[config.mk]
export PLATFORM = sky130hd
export DESIGN_NAME = mult_control_unit
export DESIGN_NICKNAME = d
export VERILOG_FILES = /design/src/rtl/mult_ctrl_pkg.sv /design/src/rtl/mult_control_unit_step_counter.sv /design/src/rtl/mult_control_unit.sv
export SDC_FILE = /design/constraint.sdc
export NUM_CORES = 1
export LEC_CHECK = 0
export CORE_AREA = 2 2 39 41
export CTS_CLUSTER_DIAMETER = 100
export DETAILED_ROUTE_END_ITERATION = 10
export DIE_AREA = 0 0 41 43
export GPL_TIMING_DRIVEN = 0
export PLACE_DENSITY = 0.68
export SYNTH_ARGS = -nofsm -noshare
export SYNTH_HDL_FRONTEND = slang
export SYNTH_SLANG_ARGS = --single-unit
[constraint.sdc]
create_clock -name clk -period 2.15 [get_ports clk]
set_input_delay 0.43 -clock clk [delete_from_list [all_inputs] [get_ports clk]]
set_output_delay 0.43 -clock clk [all_outputs]
set_load 0.03 [all_outputs]
[src/rtl/mult_ctrl_pkg.sv]
// Shared definitions for the multiplier control unit: FSM states, y/f bit
// indices and the decode helper for an "accumulate +/-A into RR" step.
package mult_ctrl_pkg;

  typedef enum logic [3:0] {
    IDLE,
    LOAD,
    INIT,
    SHIFT,
    ADD,
    CORR,
    NZ,
    FLAG,
    DONE
  } state_e;

  localparam int Y_LD_RA  = 1;
  localparam int Y_RB_SEL = 2;
  localparam int Y_RB_EN  = 3;
  localparam int Y_ADD_A  = 4;
  localparam int Y_SUB_A  = 5;
  localparam int Y_RR_SEL = 6;
  localparam int Y_RR_EN  = 7;
  localparam int Y_RR_CLR = 8;
  localparam int Y_FB_RR  = 9;
  localparam int Y_LD_PR  = 10;

  localparam int F_SIGN = 0;
  localparam int F_BIT  = 1;
  localparam int F_NZ   = 2;

  // RR <= RR +/- A: adder fed back from RR, RR loaded from the adder.
  function automatic logic [10:1] y_accumulate(input logic subtract);
    logic [10:1] v;
    v = '0;
    if (subtract) v[Y_SUB_A] = 1'b1;
    else          v[Y_ADD_A] = 1'b1;
    v[Y_FB_RR]  = 1'b1;
    v[Y_RR_SEL] = 1'b1;
    v[Y_RR_EN]  = 1'b1;
    return v;
  endfunction

endpackage

[src/rtl/mult_control_unit_step_counter.sv]
// Iteration counter for the SHIFT/ADD loop; last is high on the increment
// that brings the count to N-1, and the count never wraps.
module step_counter #(
  parameter int N = 4
) (
  input  logic clk,
  input  logic rst,
  input  logic clr,
  input  logic inc,
  output logic last
);

  localparam int CW = $clog2(N);
  localparam logic [CW-1:0] CNT_MAX = CW'(N - 1);

  logic [CW-1:0] cnt_q;
  logic [CW-1:0] cnt_d;

  always_comb begin
    cnt_d = cnt_q;
    if (clr) begin
      cnt_d = '0;
    end else if (inc && (cnt_q != CNT_MAX)) begin
      cnt_d = cnt_q + CW'(1);
    end
  end

  always_ff @(posedge clk) begin
    if (rst) cnt_q <= '0;
    else     cnt_q <= cnt_d;
  end

  assign last = inc && (cnt_d == CNT_MAX);

endmodule

[src/rtl/mult_control_unit.sv]
// Control FSM for the N-bit ones'-complement multiplier datapath.
// Define NEG_ZERO_FIX_EN to include the NZ state that clears a -0 result.
module mult_control_unit
  import mult_ctrl_pkg::*;
#(
  parameter int N = 4
) (
  input  logic        clk,
  input  logic        rst,
  input  logic        start,
  input  logic [2:0]  f,
  output logic [10:1] y,
  output logic        busy,
  output logic        done
);

  state_e state_q;
  state_e state_d;
  logic   cnt_clr;
  logic   cnt_inc;
  logic   cnt_last;

  step_counter #(
    .N(N)
  ) u_step_counter (
    .clk  (clk),
    .rst  (rst),
    .clr  (cnt_clr),
    .inc  (cnt_inc),
    .last (cnt_last)
  );

  always_comb begin
    state_d = state_q;
    cnt_clr = 1'b0;
    cnt_inc = 1'b0;
    case (state_q)
      IDLE:  if (start) state_d = LOAD;
      LOAD: begin
        cnt_clr = 1'b1;
        state_d = INIT;
      end
      INIT:  state_d = SHIFT;
      SHIFT: state_d = ADD;
      ADD: begin
        cnt_inc = 1'b1;
        state_d = cnt_last ? CORR : SHIFT;
      end
`ifdef NEG_ZERO_FIX_EN
      CORR:  state_d = NZ;
      NZ:    state_d = FLAG;
`else
      CORR:  state_d = FLAG;
`endif
      FLAG:  state_d = DONE;
      DONE:  state_d = IDLE;
      default: state_d = IDLE;
    endcase
  end

  // Reset gates y so a mid-operation reset cannot disturb datapath registers.
  always_comb begin
    y = '0;
    case (state_q)
      LOAD: begin
        y[Y_LD_RA]  = 1'b1;
        y[Y_RB_SEL] = 1'b1;
        y[Y_RB_EN]  = 1'b1;
        y[Y_RR_CLR] = 1'b1;
      end
      INIT:  if (f[F_SIGN]) y = y_accumulate(1'b1);
      SHIFT: y[Y_RR_EN] = 1'b1;
      ADD: begin
        if (f[F_BIT]) y = y_accumulate(1'b0);
        y[Y_RB_EN] = 1'b1;
      end
      CORR:  if (f[F_SIGN]) y = y_accumulate(1'b0);
`ifdef NEG_ZERO_FIX_EN
      NZ:    if (f[F_NZ]) y[Y_RR_CLR] = 1'b1;
`endif
      FLAG:  y[Y_LD_PR] = 1'b1;
      default: y = '0;
    endcase
    if (rst) y = '0;
  end

  always_ff @(posedge clk) begin
    if (rst) state_q <= IDLE;
    else     state_q <= state_d;
  end

  assign busy = (state_q != IDLE);
  assign done = (state_q == DONE);

endmodule

# Word level (Yosys, flattened, before mapping)
# Index checks and enable logic that the tools add are counted.
# classes
n_eq_ne	10
mux	17
n_reduce_logical	4
n_addsub	1
# ops
op	count
case mux 4 bit (7 select lines)	1
2-to-1 mux 9 bit	3
== test 4 x 3 -> 1 bit, second input constant	3
case mux 1 bit (4 select lines)	3
case mux 3 bit (4 select lines)	1
2-to-1 mux 10 bit	1
case mux 3 bit (3 select lines)	1
== test 4 x 2 -> 1 bit, second input constant	2
== test 4 x 1 -> 1 bit, second input constant	1
== test 4 bit, second input constant	1
logical NOT 4 bit	1
2-to-1 mux 2 bit	2
2-to-1 mux 4 bit	1
!= test 2 bit, second input constant	2
nonzero test 4 bit	1
2-to-1 mux 3 bit	1
case mux 1 bit (3 select lines)	1
adder 2 x 1 -> 2 bit, second input constant	1
== test 2 bit, second input constant	1
logical AND 1 bit	2
2-to-1 mux 1 bit	2
# totals
ff_bits	6
wordCells	34
input_bits	6

# Logic depth before layout (Yosys ltp)
# Gate-level depths: netlist (run 1).
# logic_depth
depth_word	9
mapped_depth	5

# Hierarchy
# From an unflattened synthesis (run 1), not the netlist that was laid out.
# unflattened
cells_unflattened	55
hier_area_um2	489.2
# modules_own_cells
module	cells_each	area_each_um2	instances	seq_area_each_um2
mult_control_unit	44	367.9	1	80.1
step_counter	11	121.4	1	40.0

# Worst setup path after synthesis (run 1)
# No wires, ideal clock.
# synth_timing
path_kind	register to output
from	register state_q[2]
to	output y[7] in the netlist's numbering
path_buffers	0
slack_ns	-0.314
required_ns	1.720
path_stages_with_launch	5
arrival_time_ns	2.034
cell_sequence	dfxtp_1 or2b_1 nor4_2 or2_1 o21bai_1
# synth_between
elab_chain_len	3
word_cells_on_any_way	6
classes_between	4 x eq/ne; 2 x mux
# synth_lines
item	line_no	text
start, declared	mult_control_unit.sv:17	state_e state_q;
start signal, assigned	mult_control_unit.sv:89	else state_q <= state_d;
== test 4 x 3 -> 1 bit / == test 4 x 2 -> 1 bit (equally long branches)	mult_control_unit.sv:64	case (state_q)
case mux 1 bit (4 select lines) *	mult_control_unit.sv:64	
2-to-1 mux 10 bit *	mult_control_unit.sv:84	if (rst) y = '0;
end, declared	mult_control_unit.sv:12	output logic [10:1] y,
# Mark *: on every way between the ends. The rest lies on a longest branch, timed or not.

# Worst setup path after layout (run 1)
# layout_timing
from	input f[0]
to	output y[7] in the netlist's numbering
# layout_between
elab_chain_len	3
word_cells_on_any_way	4
classes_between	4 x mux
# layout_lines
item	line_no	text
start, declared	mult_control_unit.sv:11	input logic [2:0] f,
2-to-1 mux 9 bit (on tied branches)	mult_control_unit.sv:77, mult_control_unit.sv:71	
case mux 1 bit (4 select lines) *	mult_control_unit.sv:64	
2-to-1 mux 10 bit *	mult_control_unit.sv:84	
# Marked as above.

==> results.sh, run 1 <==
export IMPL_synth_seq_cells=6
export IMPL_hp_start="u_step_counter.cnt_q[1]$_SDFF_PP0_"
export IMPL_vias_per_cell=5.15
export IMPL_clockBufferDepth=2
export IMPL_dieArea_mm2=0.00176
export IMPL_synth_cell_types=31
export IMPL_end_kind="output port"
export IMPL_async_reset_ff_frac=0
export IMPL_ios=18
export IMPL_drt_total_wl_mm=1.05
export IMPL_syn_instance_count=54
export IMPL_setup_viol=1
export IMPL_drv_slew=0
export IMPL_r2r_setup_slack_ns=0.35
export IMPL_clockRootBuffer="clkbuf_4"
export IMPL_route_detailed_drc=0
export IMPL_slew_headroom=0.811
export IMPL_critical_path_class="input pin to output port"
export IMPL_ys_flop_type="dfxtp_1"
export IMPL_holdBufCountCts=0
export IMPL_dp_cells=86
export IMPL_min_delay_path_depth=2
export IMPL_die_w_um=41
export IMPL_final_nets=82
export IMPL_setup_ws_ns=-0.0305
export IMPL_grt_pass1_wl_mm=1.72
export IMPL_dp_hpwl_um=812
export IMPL_drive_gt1_frac=0.452
export IMPL_netlist_area_um2=502
export IMPL_yosysTopAreaCellShare=0.239
export IMPL_tightestPinTransition_ns=0.282
export IMPL_first_global_vias=414
export IMPL_reg2reg_depth=5
export IMPL_ys_seq_area_frac=0.239
export IMPL_yosysTopAreaCell="dfxtp_1"
export IMPL_cp_arrival_ns=1.75
export IMPL_status="finished, violations left"
export IMPL_hold_path_class="flip-flop to flip-flop"
export IMPL_synth_area_leaders="dfxtp_1 (24%), clkbuf_8 (5.5%), nor2_1 (5.2%), nor3_1 (5.0%), nor4_4 (4.2%)"
export IMPL_finalHoldViolations=0
export IMPL_fmax_mhz=459
export IMPL_rr_endpoint="state_q[1]$_SDFFE_PP0P_"
export IMPL_finalCritPeriodShare=1.01
export IMPL_cts_tree="built"
export IMPL_syn2layout_area_growth_pct=44.1
export IMPL_cts_sinks=6
export IMPL_drt_iter0_drc=3
export IMPL_worstReg2RegStart="u_step_counter.cnt_q[0]$_SDFF_PP0_"
export IMPL_fp_dieH_um=43
export IMPL_drv_cap=0
export IMPL_port_buffers=16
export IMPL_cp_start_kind="input pin"
export IMPL_powerDensity_mw_per_mm2=500
export IMPL_cts_buffers_inserted=3
export IMPL_grtUsageTotal=0.149
export IMPL_final_util=0.523
export IMPL_p_leak_nw=0.311
export IMPL_synthesis_nets=61
export IMPL_syn_avg_cell_area_um2=9.29
export IMPL_holdPathEnd="u_step_counter.cnt_q[1]$_SDFF_PP0_"
export IMPL_fin_tns_setup_ns=-0.0305
export IMPL_drt_pass1_iter_count=4
export IMPL_clkLatencyLatePin_ns=0.24
export IMPL_fin_cells=89
export IMPL_antenna_found_initial=0
export IMPL_yosysMostFrequentCell="nor2_1"
export IMPL_grt_max_degree=11
export IMPL_initial_utilization=0.363
export IMPL_fin_crit_ns=2.18
export IMPL_grt_overflow=0
export IMPL_rsz0062_at_grt="yes"
export IMPL_synth_edff_count=0
export IMPL_skew_ns=0.00166
export IMPL_yosys_warnings=0
export IMPL_clk_pin_slew_ns=0.04
export IMPL_crit_fanout=3
export IMPL_core_area_mm2=0.00138
export IMPL_failed_checks="setup timing"
export IMPL_vdd_drop_max_v=0.000273
export IMPL_diodes=0
export IMPL_place_gp_congestion=0.768
export IMPL_synth_top_cells_by_count="nor2_1 (7), dfxtp_1 (6), nor3_1 (5)"
export IMPL_wl_per_cell_um=11.8
export IMPL_required_ns=1.72
export IMPL_rows=14
export IMPL_ant_nets=0
export IMPL_vias=458
export IMPL_htreeDepth=1
==> layout make-up <==
type	instances	area (um^2)
buffer	5	61.3
clock buffer	3	22.5
fill	141	661
multi-input combinational	43	360
sequential	6	121
tap	16	20.0
timing repair buffer	16	138
==> report_power, final <==
group	internal, mW	switching [mW]	leakage [nW]
clock	0.0629	0.0377	0.0138
sequential	0.118	0.00568	0.0493
combinational	0.0621	0.0753	0.248
total	0.243	0.119	0.311
==> critical path, stage by stage <==
cell and delay (ns):
clkdlybuf4s50_1 0.44, mux2i_2 0.23, nor4_4 0.06, or2_4 0.25
o21bai_2 0.17, buf_2 0.17
==> layout by cell type (no fill, tap or decap), types with 3 or more instances in the layout <==
cell type and instances:
dlygate4sd2_1 5, nor2_1 6, clkdlybuf4s15_2 3, clkdlybuf4s50_1 3
dfxtp_1 5, nor3_1 3, nand2_1 3, clkbuf_4 3
==> worst max-delay path by stage <==
stage / startpoint / to / slack, ns / depth (start not counted)
4_1_cts: f[0] / y[7] / -0.15 / 6
6_report: f[0] / y[7] / -0.03 / 6
3_3_place_gp: rst / y[7] / -0.77 / 6
2_1_floorplan: state_q[2]$_SDFFE_PP0P_ / y[7] / 0.06 / 4
3_5_place_dp: rst / y[7] / -0.78 / 6
5_1_grt: f[0] / y[7] / -0.08 / 6
==> kinds of logic (layout without fill, tap and decap cells) <==
kind of cell | after synthesis | after routing | share of synthesized area
simple gates | 31 | 31 | 0.402
compound gates | 6 | 6 | 0.115
flops | 6 | 6 | 0.239
buf+inv | 5 | 24 | 0.122
mux | 3 | 3 | 0.0623
xor+xnor | 2 | 2 | 0.0349
fa+ha+maj | 1 | 1 | 0.0249
==> per-layer routing <==
layer | up-vias | track usage | part of all wire
met3 | 4 | 0 | 0.039
met2 | 14 | 0.238 | 0.48
met4 | 0 | 0.160 | 0.041
li1 | 239 | - | -
met5 | - | 0 | 0
met1 | 201 | 0.155 | 0.44
==> flip-flops by register name, indices dropped and copies added (netlist names) <==
register / cells
state_q: 4
u_step_counter.cnt_q: 2
==> metrics by stage <==
step / setup slack (ns) / cell area [um^2] / hold WS [ns] / power (mW)
global route: -0.0750 / 723 / 0.551 / 0.383
detailed placement: -0.781 / 703 / 0.507 / 0.268
global placement: -0.770 / 703 / 0.500 / 0.267
floorplan: 0.0592 / 523 / 0.484 / 0.224
finish: -0.0305 / 723 / 0.515 / 0.361
CTS: -0.148 / 727 / 0.513 / 0.370
==> timing repair <==
item                       CTS  global route
buffers inserted             0             0
setup endpoints to repair   12             8
gates resized for setup     29            10
No activity file was read; power rests on OpenSTA's default activity.
==> run 2, diff against run 1 <==
==> constraint.sdc (replaced) <==
create_clock -name clk -period 2.2 [get_ports clk]
set_input_delay 0.66 -clock clk [delete_from_list [all_inputs] [get_ports clk]]
set_output_delay 0.66 -clock clk [all_outputs]
set_load 0.03 [all_outputs]
==> run 2 against run 1 <==
Effect of this change:
- the flow still finishes with violations (setup timing)
- global-route usage fell by 0.086 points
- first-iteration DRC count down 33%
- routed wire length up 6.8%
- highest routed layer is now met3
- count of clock-buffer cells in the layout stayed put
- register-to-register slack improved by 0.03 ns
- critical path type unchanged
- via count is 1.1% higher
- sequential cell count stayed put
- setup slack gained 0.021 ns
- sequential power about the same
- largest cell class unchanged
- die area did not move
==> results.sh, run 2 (synthesis results as in run 1) <==
export IMPL_status="finished, violations left"
export IMPL_failed_checks="setup timing"
export IMPL_critPathSlowestCell="or2_4"
export IMPL_core_area_mm2=0.00138
export IMPL_tightestPinTransition_ns=0.285
export IMPL_rsz0062_at_grt="yes"
export IMPL_report_power_total_mw=0.377
export IMPL_cts_buffers_inserted=3
export IMPL_final_nets=89
export IMPL_whs_ns=0.513
export IMPL_fp_dieH_um=43
export IMPL_antenna_found_initial=0
export IMPL_route_detailed_drc=0
export IMPL_regMostFlops="state_q"
export IMPL_rows=14
export IMPL_dp_hpwl_um=812
export IMPL_dpl_cell_area_um2=713
export IMPL_layout_commonest_cell="buf_4"
export IMPL_final_area_um2=813
export IMPL_vias_per_cell=4.82
export IMPL_cp_startpoint="f[0]"
export IMPL_largest_reg_flops=4
export IMPL_hp_start="u_step_counter.cnt_q[1]$_SDFF_PP0_"
export IMPL_drv_cap=0
export IMPL_path_buf_inv=2
export IMPL_skew_ns=0.00275
export IMPL_cp_start_kind="input pin"
export IMPL_clockBufferDepth=2
export IMPL_reg_top3="state_q x4, u_step_counter.cnt_q x2"
export IMPL_critical_path_top_delay_family="simple AND/OR/NAND/NOR gates"
export IMPL_htreeDepth=1
export IMPL_fmax_mhz=453
export IMPL_end_kind="output port"
export IMPL_drt_pass1_iter_count=3
export IMPL_grtUsageTotal=0.148
export IMPL_fin_crit_ns=2.21
export IMPL_p_leak_nw=0.344
export IMPL_vdd_drop_max_v=0.000313
export IMPL_cts_tree="built"
export IMPL_syn2layout_area_growth_pct=62.1
export IMPL_slew_headroom=0.809
export IMPL_grt_overflow=0
export IMPL_powerDensity_mw_per_mm2=463
export IMPL_critical_path_max_stage_delay_ns=0.25
export IMPL_drt_total_wl_mm=1.12
export IMPL_crit_chain="buf_2 > mux2i_4 > nor4_4 > or2_4 > o21bai_4 > buf_6"
export IMPL_cp_arrival_ns=1.55
export IMPL_ant_nets=0
export IMPL_grt_pass1_wl_mm=1.80
export IMPL_place_gp_congestion=0.750
export IMPL_die_w_um=41
export IMPL_cts_sinks=6
export IMPL_port_buffers=16
export IMPL_critical_path_class="input pin to output port"
export IMPL_setup_ws_ns=-0.00910
export IMPL_layout_common_cells="buf_4 (8), nor2_1 (6), buf_2 (6)"
export IMPL_drv_slew=0
export IMPL_dieArea_mm2=0.00176
export IMPL_clkLatencyLatePin_ns=0.23
export IMPL_final_util=0.588
export IMPL_wl_per_cell_um=11.7
export IMPL_crit_fanout=3
export IMPL_vias=463
export IMPL_required_ns=1.54
export IMPL_setup_viol=1
export IMPL_first_global_vias=432
export IMPL_finalCritPeriodShare=1.00
export IMPL_drive_gt1_frac=0.638
export IMPL_clk_pin_slew_ns=0.04
export IMPL_ios=18
export IMPL_drt_iter0_drc=2
export IMPL_hold_path_class="flip-flop to flip-flop"
export IMPL_finalHoldViolations=0
export IMPL_clockRootBuffer="clkbuf_4"
export IMPL_worstReg2RegStart="u_step_counter.cnt_q[0]$_SDFF_PP0_"
export IMPL_initial_utilization=0.363
export IMPL_diodes=0
export IMPL_grt_max_degree=11
-- run 2: metal layers --
metal  vias to the layer above  wire (um)  track usage
met3                         0         61       0.0314
li1                        249          -            -
met5                         -          0            0
met2                        13        563        0.225
met1                       201        497        0.185
met4                         0          0       0.0800
-- run 2: path summary, 6_finish.rpt --
| path | endpoint | slack (ns) | cells past startpoint |
|---|---|---|---|
| worst max-delay path | y[7] | -0.009 | 6 |
| worst min-delay path | u_step_counter.cnt_q[1]$_SDFF_PP0_ | 0.51 | 2 |
| worst max register to register | state_q[1]$_SDFFE_PP0P_ | 0.38 | 5 |
| worst min register to register | u_step_counter.cnt_q[1]$_SDFF_PP0_ | 0.51 | 2 |
-- run 2: repair_timing --
action | CTS | global route
gates resized for setup | 78 | 7
setup buffers | 4 | 3
endpoints found under the setup margin | 12 | 9
gates cloned | 0 | 0
hold buffers | 0 | 0
pin swaps | 2 | 4
-- run 2: where the power goes --
| group | switching (mW) | total (mW) | internal (mW) |
|---|---|---|---|
| Sequential | 0.00615 | 0.121 | 0.115 |
| Clock | 0.0328 | 0.0940 | 0.0612 |
| Combinational | 0.0831 | 0.162 | 0.0786 |
| Total | 0.122 | 0.377 | 0.255 |
-- run 2: layout make-up --
cell class	instances	area (um^2)
fillers	142	571
multi-input cells	43	397
repair buffers	23	185
flip-flops and latches	6	126
plain buffers	5	62.6
clock buffers	3	22.5
well taps	16	20.0
-- run 2: tightest hold or removal path, cell delays in order, from the launching register on --
cell and delay [ns]:
dfxtp_1 0.32, nor2_1 0.10, nor3_1 0.05
-- run 2: stage by stage --
stage	TNS (ns)	instances	setup WS [ns]
after global routing	-0.0703	96	-0.0703
after CTS	-0.145	93	-0.0963
final	-0.00910	96	-0.00910
after floorplan	-0.322	54	-0.116
after detailed placement	-10.22	86	-1.25
after global placement	-9.98	86	-1.23
==> run 3, diff against run 2 <==
--- a/config.mk
+++ b/config.mk
@@ -14,3 +14,4 @@
 export SYNTH_ARGS = -nofsm -noshare
 export SYNTH_HDL_FRONTEND = slang
 export SYNTH_SLANG_ARGS = --single-unit
+export TNS_END_PERCENT = 10
==> run 3 against run 2 <==
Effect of this change:
- the run still ends with setup timing left
- combinational power grew 7%
- maximum frequency shrank 0.88%
- total power grew 3.2%
- global-route usage grew 1.8 points
- non-clock buffer count grew 2
- count of clock-buffer cells in the layout is the same
- via count grew 11%
- final area grew 2.3%
- hold slack gained 0.0039 ns
- critical path type is now flip-flop to output port
==> results.sh, run 3 (synthesis results as in run 1) <==
export IMPL_status="finished, violations left"
export IMPL_failed_checks="setup timing"
export IMPL_slew_headroom=0.792
export IMPL_cts_sinks=6
export IMPL_drv_slew=0
export IMPL_vias=513
export IMPL_multi_input_area_um2=390
export IMPL_finalHoldViolations=0
export IMPL_clockRootBuffer="clkbuf_4"
export IMPL_ios=18
export IMPL_largest_reg_flops=4
export IMPL_diodes=0
export IMPL_grt_overflow=0
export IMPL_seqCellArea_um2=129
export IMPL_cp_startpoint="state_q[0]$_SDFFE_PP0P_"
export IMPL_antenna_found_initial=0
export IMPL_fp_dieH_um=43
export IMPL_crit_fanout=5
export IMPL_grtUsageTotal=0.166
export IMPL_cp_arrival_ns=1.57
export IMPL_port_buffers=16
export IMPL_dieArea_mm2=0.00176
export IMPL_drt_iter0_drc=6
export IMPL_initial_utilization=0.363
export IMPL_grt_max_degree=11
export IMPL_place_gp_congestion=0.729
export IMPL_place_ws_ns=-1.22
export IMPL_syn2layout_area_growth_pct=65.8
export IMPL_skew_ns=0.00172
export IMPL_tightestPinTransition_ns=0.307
export IMPL_layout_commonest_cell="buf_4"
export IMPL_path_buf_inv=2
export IMPL_fmax_mhz=449
export IMPL_setup_viol=1
export IMPL_rsz0062_at_grt="yes"
export IMPL_cp_start_kind="flip-flop"
export IMPL_drt_total_wl_mm=1.28
export IMPL_core_area_mm2=0.00138
export IMPL_clk_pin_slew_ns=0.04
export IMPL_critical_path_class="flip-flop to output port"
export IMPL_report_power_total_mw=0.389
export IMPL_wl_per_cell_um=13.0
export IMPL_end_kind="output port"
export IMPL_drive_gt1_frac=0.634
export IMPL_crit_chain="buf_8 > mux2i_4 > nor4_4 > or2_4 > o21bai_4 > buf_6"
export IMPL_ant_nets=0
export IMPL_layout_common_cells="buf_4 (12), nor2_1 (6), buf_6 (4), buf_2 (4)"
export IMPL_die_w_um=41
export IMPL_htreeDepth=1
export IMPL_clockBufferDepth=2
export IMPL_drt_pass1_iter_count=4
export IMPL_p_leak_nw=0.358
export IMPL_vdd_drop_max_v=0.000346
export IMPL_first_global_vias=458
export IMPL_drv_cap=0
export IMPL_rows=14
export IMPL_critical_path_top_delay_family="flip-flops"
export IMPL_holdBufCountCts=0
export IMPL_finalCritPeriodShare=1.01
export IMPL_hold_path_class="flip-flop to flip-flop"
export IMPL_regMostFlops="state_q"
export IMPL_critPathSlowestCell="dfxtp_4"
export IMPL_cts_tree="built"
export IMPL_clkLatencyLatePin_ns=0.24
export IMPL_vias_per_cell=5.23
export IMPL_nFillCells=132
export IMPL_fin_crit_ns=2.23
export IMPL_powerDensity_mw_per_mm2=467
export IMPL_grt_pass1_wl_mm=2.01
export IMPL_dp_hpwl_um=870
export IMPL_route_detailed_drc=0
export IMPL_hp_start="u_step_counter.cnt_q[1]$_SDFF_PP0_"
export IMPL_critical_path_max_stage_delay_ns=0.35
export IMPL_setup_ws_ns=-0.0287
export IMPL_cts_buffers_inserted=3
export IMPL_reg_top3="state_q x4, u_step_counter.cnt_q x2"
export IMPL_fin_tns_setup_ns=-0.0287
export IMPL_required_ns=1.54
export IMPL_final_nets=91
export IMPL_worstReg2RegStart="u_step_counter.cnt_q[0]$_SDFF_PP0_"
run 3: changes by cell type in the layout (fill, tap and decap cells not counted), moves of 2 or more:
cell,before,now
buf_4,8,12
buf_2,6,4
clkbuf_2,1,3
clkdlybuf4s15_2,3,1
run 3: worst reg2reg max path: cells and delay by family (launching register included):
kind,cells,cell delay [ns]
adder cells (fa/ha/maj),1,0.29
AO/OA/AOI/OAI,3,0.62
AND/OR/NAND/NOR,1,0.53
flip-flops,1,0.33
run 3: path summary, 6_finish.rpt:
| path | to | slack (ns) | cells after the start |
|---|---|---|---|
| max | y[7] | -0.03 | 6 |
| max reg2reg | state_q[1]$_SDFFE_PP0P_ | 0.37 | 5 |
| min reg2reg | u_step_counter.cnt_q[1]$_SDFF_PP0_ | 0.52 | 2 |
| min | u_step_counter.cnt_q[1]$_SDFF_PP0_ | 0.52 | 2 |
run 3: area by class of cell:
cell class                      count  area share
Tap cell                           16      0.0241
Sequential cell                     6       0.155
Timing Repair Buffer               25       0.250
Clock buffer                        3      0.0271
Buffer                              5      0.0752
Multi-Input combinational cell     43       0.469
run 3: report_power, final:
group	internal, mW	switching, mW	leakage, nW
sequential	0.115	0.00582	0.0506
clock	0.0613	0.0343	0.0138
combinational	0.0873	0.0852	0.294
run 3: through the flow:
step / std cells / utilization / hold slack (ns) / instance area, um^2
2_1_floorplan: 54 / - / 0.484 / 527
3_3_place_gp: 86 / 0.511 / 0.500 / 707
3_5_place_dp: 86 / 0.511 / 0.511 / 707
4_1_cts: 90 / 0.542 / 0.518 / 749
5_1_grt: 98 / 0.601 / 0.580 / 832
6_report: 98 / 0.601 / 0.517 / 832
run 3: repair_timing:
item,4_1_cts,5_1_grt
setup buffers,1,7
pin swaps,4,5
setup endpoints to repair,12,11
gates resized for setup,68,24
gates cloned,0,1
run 3: layer usage:
layer	routed length (um)	share of wire	vias to the layer above	GRT usage
met5	0	0	-	0
met4	15	0.012	0	0.100
met3	70	0.055	2	0.0314
met2	667	0.52	16	0.256
met1	524	0.41	237	0.201
li1	-	-	258	-
==> patch 1, RTL diff (flow settings as in run 3) <==
`N` is set to 4 in 2 places; all go to 8.
--- a/src/rtl/mult_control_unit_step_counter.sv
+++ b/src/rtl/mult_control_unit_step_counter.sv
@@ -1,7 +1,7 @@
 // Iteration counter for the SHIFT/ADD loop; last is high on the increment
 // that brings the count to N-1, and the count never wraps.
 module step_counter #(
-  parameter int N = 4
+  parameter int N = 8
 ) (
   input  logic clk,
   input  logic rst,
--- a/src/rtl/mult_control_unit.sv
+++ b/src/rtl/mult_control_unit.sv
@@ -3,7 +3,7 @@
 module mult_control_unit
   import mult_ctrl_pkg::*;
 #(
-  parameter int N = 4
+  parameter int N = 8
 ) (
   input  logic        clk,
   input  logic        rst,
Check against the original RTL: not equivalent (a bounded check fails within 10 cycles, from zero or initial values and one cycle with rst high).
==> patch 1 against run 3 <==
- global-route usage is 2.2 points higher
- total power grew 3.9%
- synthesized area grew 7.0%
- design area decreased by 6.5%
- synthesized cell count increased by 33%
- critical path depth shrank 1
- routed wire length increased by 16%
- sequential cell count increased by 1
- sequential share of layout area grew 3.0 points
- core utilization decreased by 3.9 points
- die area unchanged
- largest cell class unchanged
- critical endpoint is now y[8]
- worst setup slack better by 0.044 ns
==> patch 1: results (changes against run 3) <==
largest cells by area after synthesis dfxtp_1 26%, nor2_1 7.0%, ha_1 4.7% (was dfxtp_1 24%, clkbuf_8 5.5%, nor2_1 5.2%); # nets final 101 (was 91); Setup Viol. Count Final 0 (was 1); CP max stage cell clkdlybuf4s15_2 (was dfxtp_4); FF-to-FF path depth 6 (was 5); Post-synth EDFFs 0 (unchanged); crit-path max cell delay 0.32 ns (was 0.35 ns); sequential fraction of the synthesis area 26.1% (was 23.9%); Post-synth top cells 10 x nor2_1, 7 x dfxtp_1, 6 x nand2_1 (was 7 x nor2_1, 6 x dfxtp_1, 5 x nor3_1); CP top delay family buffers and inverters (was flip-flops); post-synth net total 80 (was 61); layout cells sized above 1 39.1% (was 63.4%); CTS clk-pin slew, worst paths 0.05 ns; Largest regs state_q (4), u_step_counter.cnt_q (3) (was state_q (4), u_step_counter.cnt_q (2)); first-pass GRT wire length 2.31 mm (was 2.01 mm); overall via count from detail_route 612 (was 513); outcome finished clean (was finished with violations); worst-case clock skew 0.00127 ns (was 0.00172 ns); gr usage total 18.8% (was 16.6%); largest net degree at the start of global routing 11 (unchanged); maximum VDD drop 0.000373 V (was 0.000346 V); placer congestion estimate 0.767 (was 0.729); detailed-placement wirelength estimate 1.02 mm (was 870 um); worst-path fanout max 10 (was 5); dpl ws -0.824 ns (was -1.22 ns); Initial DRC Count 21 (was 6); Leak Pwr 0.340 nW (was 0.358 nW); final wirelength 1.48 mm (was 1.28 mm)
patch 1: cell types whose count changed after synthesis, moves of 3 or more:
cell	before	now
a21oi_1	0	3
inv_1	0	3
nand2b_1	0	3
nor2_1	7	10
nor2b_1	0	3
o21ai_0	0	5
patch 1: metal layers:
layer	vias to the layer above	track usage [%]	part of all wire, %
met5	-	0	0
met3	0	4.71	3.2
met2	14	31.3	52
li1	300	-	-
met4	0	4.00	0
met1	298	23.2	45
patch 1: repair_timing:
action	4_1_cts	5_1_grt
pin swaps	2	3
gates resized for setup	67	16
buffers inserted	1	0
endpoints found under the setup margin	12	11
patch 1: final timing paths:
kind,from,end,slack (ns)
setup / recovery,rst,y[8],0.02
hold / removal,u_step_counter.cnt_q[1]$_SDFF_PP0_,u_step_counter.cnt_q[1]$_SDFF_PP0_,0.50
setup reg to reg,u_step_counter.cnt_q[0]$_SDFF_PP0_,state_q[1]$_SDFFE_PP0P_,0.24
hold reg to reg,u_step_counter.cnt_q[1]$_SDFF_PP0_,u_step_counter.cnt_q[1]$_SDFF_PP0_,0.50
patch 1: tightest hold or removal path, cell delays in order, from the launching register on:
cell and delay (ns):
dfxtp_1 0.32, inv_1 0.05, a221oi_1 0.06
patch 1: logic make-up (layout without fill, tap and decap cells):
| group | count (synthesis) | in the layout | share of synthesized area (%) |
|---|---|---|---|
| adders and majority gates | 2 | 2 | 4.66 |
| buffers and inverters | 9 | 29 | 8.86 |
| and+or+nand+nor | 34 | 34 | 33.6 |
| xor gates and xnor gates | 1 | 1 | 1.63 |
| muxes | 1 | 1 | 2.10 |
| AOI/OAI and AO/OA | 18 | 18 | 23.1 |
| DFF | 7 | 7 | 26.1 |
patch 1: stage by stage:
stage,total power [mW],cells,area (um^2),hold WS (ns)
floorplan,0.237,72,562,0.464
global placement,0.280,103,732,0.486
detailed placement,0.282,103,732,0.485
CTS,0.407,108,777,0.496
global route,0.425,108,778,0.525
finish,0.404,108,778,0.498
patch 1: where the power goes:
group | internal (mW) | leakage (nW) | total (mW) | switching, mW
logic | 0.0578 | 0.267 | 0.147 | 0.0887
clock network | 0.0690 | 0.0150 | 0.114 | 0.0445
registers | 0.135 | 0.0580 | 0.144 | 0.00942
patch 1: area by class of cell:
| class | count | area share, % |
|---|---|---|
| buffer | 6 | 7.56 |
| clock buffer | 4 | 3.38 |
| sequential | 7 | 18.5 |
| multi-input combinational | 56 | 51.8 |
| inverter | 3 | 1.45 |
| tap | 16 | 2.57 |
| timing repair buffer | 16 | 14.8 |
==> patch 2, RTL diff (config.mk and constraints of run 3) <==
Without the edit above. Encoding of `state_e`: now one-hot (9 bits for 9 states).
--- a/src/rtl/mult_ctrl_pkg.sv
+++ b/src/rtl/mult_ctrl_pkg.sv
@@ -2,16 +2,16 @@
 // indices and the decode helper for an "accumulate +/-A into RR" step.
 package mult_ctrl_pkg;
 
-  typedef enum logic [3:0] {
-    IDLE,
-    LOAD,
-    INIT,
-    SHIFT,
-    ADD,
-    CORR,
-    NZ,
-    FLAG,
-    DONE
+  typedef enum logic [8:0] {
+    IDLE  = 9'b000000001,
+    LOAD  = 9'b000000010,
+    INIT  = 9'b000000100,
+    SHIFT = 9'b000001000,
+    ADD   = 9'b000010000,
+    CORR  = 9'b000100000,
+    NZ    = 9'b001000000,
+    FLAG  = 9'b010000000,
+    DONE  = 9'b100000000
   } state_e;
 
   localparam int Y_LD_RA  = 1;
Formal check against the unedited RTL: same outputs for any inputs over 10 cycles, from zero or initial values and one cycle with rst high; not proved beyond that.
==> patch 2 against run 3 <==
- the flow still finishes with violations (setup timing)
- worst setup slack worse by 0.21 ns
- via count is 25% higher
- routed wire length is 23% higher
- synthesized area is 21% higher
- clock power is 31% higher
- cell count is 14% higher
- critical path depth is 1 lower
- combinational power is 38% lower
- non-clock buffer count is 7 lower
- sequential cell count is 4 higher
- total power is 11% higher
- design area is 8.9% higher
- largest cell class unchanged
- highest routed layer unchanged
==> patch 2: results (changes against run 3) <==
outcome finished with violations (unchanged); Hold Path Sink state_q[7]$_SDFFE_PP0P_ (was u_step_counter.cnt_q[1]$_SDFF_PP0_); FF-to-FF path depth 4 (was 5); synthesized area per cell 8.12 um^2 (was 9.29 um^2); sequential fraction of the synthesis area 32.9% (was 23.9%); critical path arrival 1.78 ns (was 1.57 ns); post-synth net total 82 (was 61); detailed-placement wirelength estimate 1.05 mm (was 870 um); largest net degree at the start of global routing 11 (unchanged); vias in the first global route 597 (was 458); gr usage total 21.0% (was 16.6%); RR Endpoint u_step_counter.cnt_q[0]$_SDFF_PP0_ (was state_q[1]$_SDFFE_PP0P_); placed cells 107 (was 86); CTS clk-pin slew, worst paths 0.06 ns (was 0.04 ns); Worst-Skew Late Latency 0.26 ns (was 0.24 ns); hold crit path type reg -> reg (unchanged); Setup Viol. Count Final 9 (was 1); post-layout worst setup margin -0.241 ns (was -0.0287 ns); Post-synth top cells 13 x nor2_1, 10 x dfxtp_1, 5 x nor3_1 (was 7 x nor2_1, 6 x dfxtp_1, 5 x nor3_1); post-DR vias/cell 5.73 (was 5.23); Leak Pwr 0.374 nW (was 0.358 nW); largest cells by area after synthesis dfxtp_1 33%, nor2_1 8.0%, and4_1 4.3% (was dfxtp_1 24%, clkbuf_8 5.5%, nor2_1 5.2%); Largest regs state_q (8), u_step_counter.cnt_q (2) (was state_q (4), u_step_counter.cnt_q (2)); placer congestion estimate 0.771 (was 0.729); WL per Instance 14.0 um (was 13.0 um); worst-case clock skew 0.000383 ns (was 0.00172 ns); crit-path max cell delay 0.60 ns (was 0.35 ns); overall via count from detail_route 642 (was 513); maximum VDD drop 0.000333 V (was 0.000346 V); first-pass GRT wire length 2.50 mm (was 2.01 mm); Filler cells 122 (was 132); layout cells sized above 1 45.8% (was 63.4%); worst-path fanout max 4 (was 5); CP top delay family simple AND/OR/NAND/NOR gates (was flip-flops); Hold Path Depth 1 (was 2); failing checks setup timing (unchanged); start point of the worst min-delay path state_q[4]$_SDFFE_PP0P_ (was u_step_counter.cnt_q[1]$_SDFF_PP0_)
==> patch 2: cell types whose count changed in the layout (fill, tap and decap cells not counted), sizes merged, moves of 4 or more <==
cell	change
dfxtp	+4
buf	-9
and4	+5
nor2	+6
==> patch 2: timing repair <==
action                     in CTS  in global routing
hold buffers                    0                  0
pin swaps                       8                  2
setup endpoints to repair      12                 12
gates resized for setup        82                  9
buffers inserted                3                  1
==> patch 2: cell type report <==
| type | count | area share [%] |
|---|---|---|
| Clock buffer | 3 | 2.49 |
| Multi-Input combinational cell | 58 | 49.3 |
| Timing Repair Buffer | 20 | 19.8 |
| Inverter | 2 | 0.829 |
| Tap cell | 16 | 2.21 |
| Sequential cell | 10 | 22.5 |
| Buffer | 3 | 2.90 |
==> patch 2: stage by stage <==
step | setup TNS, ns | hold WS [ns] | worst slack (ns) | area [um^2] | util [%]
final | -1.35 | 0.561 | -0.241 | 906 | 65.5
after global routing | -2.03 | 0.580 | -0.305 | 906 | 65.5
after CTS | -1.55 | 0.572 | -0.239 | 896 | 64.7
after detailed placement | -8.98 | 0.542 | -1.14 | 798 | 57.7
after global placement | -9.02 | 0.547 | -1.16 | 798 | 57.7
after floorplan | -0.270 | 0.512 | -0.101 | 618 | -
==> patch 2: layer usage <==
metal / GRT usage (%) / share of wire, %
met5: 0 / 0
met4: 8.00 / 0.57
met3: 3.66 / 3.8
met2: 31.3 / 49
met1: 29.2 / 46
==> patch 2: logic make-up after synthesis <==
group	synth area share, %
simple gates	41.5
compound gates	12.7
flops	32.9
buf+inv	4.93
xor+xnor	4.31
mux	1.64
fa+ha+maj	2.05
==> patch 2: power by group <==
part / internal, mW / switching (mW) / total [mW]
Clock: 0.0632 / 0.0617 / 0.125
Sequential: 0.187 / 0.0101 / 0.197
Combinational: 0.0508 / 0.0571 / 0.108
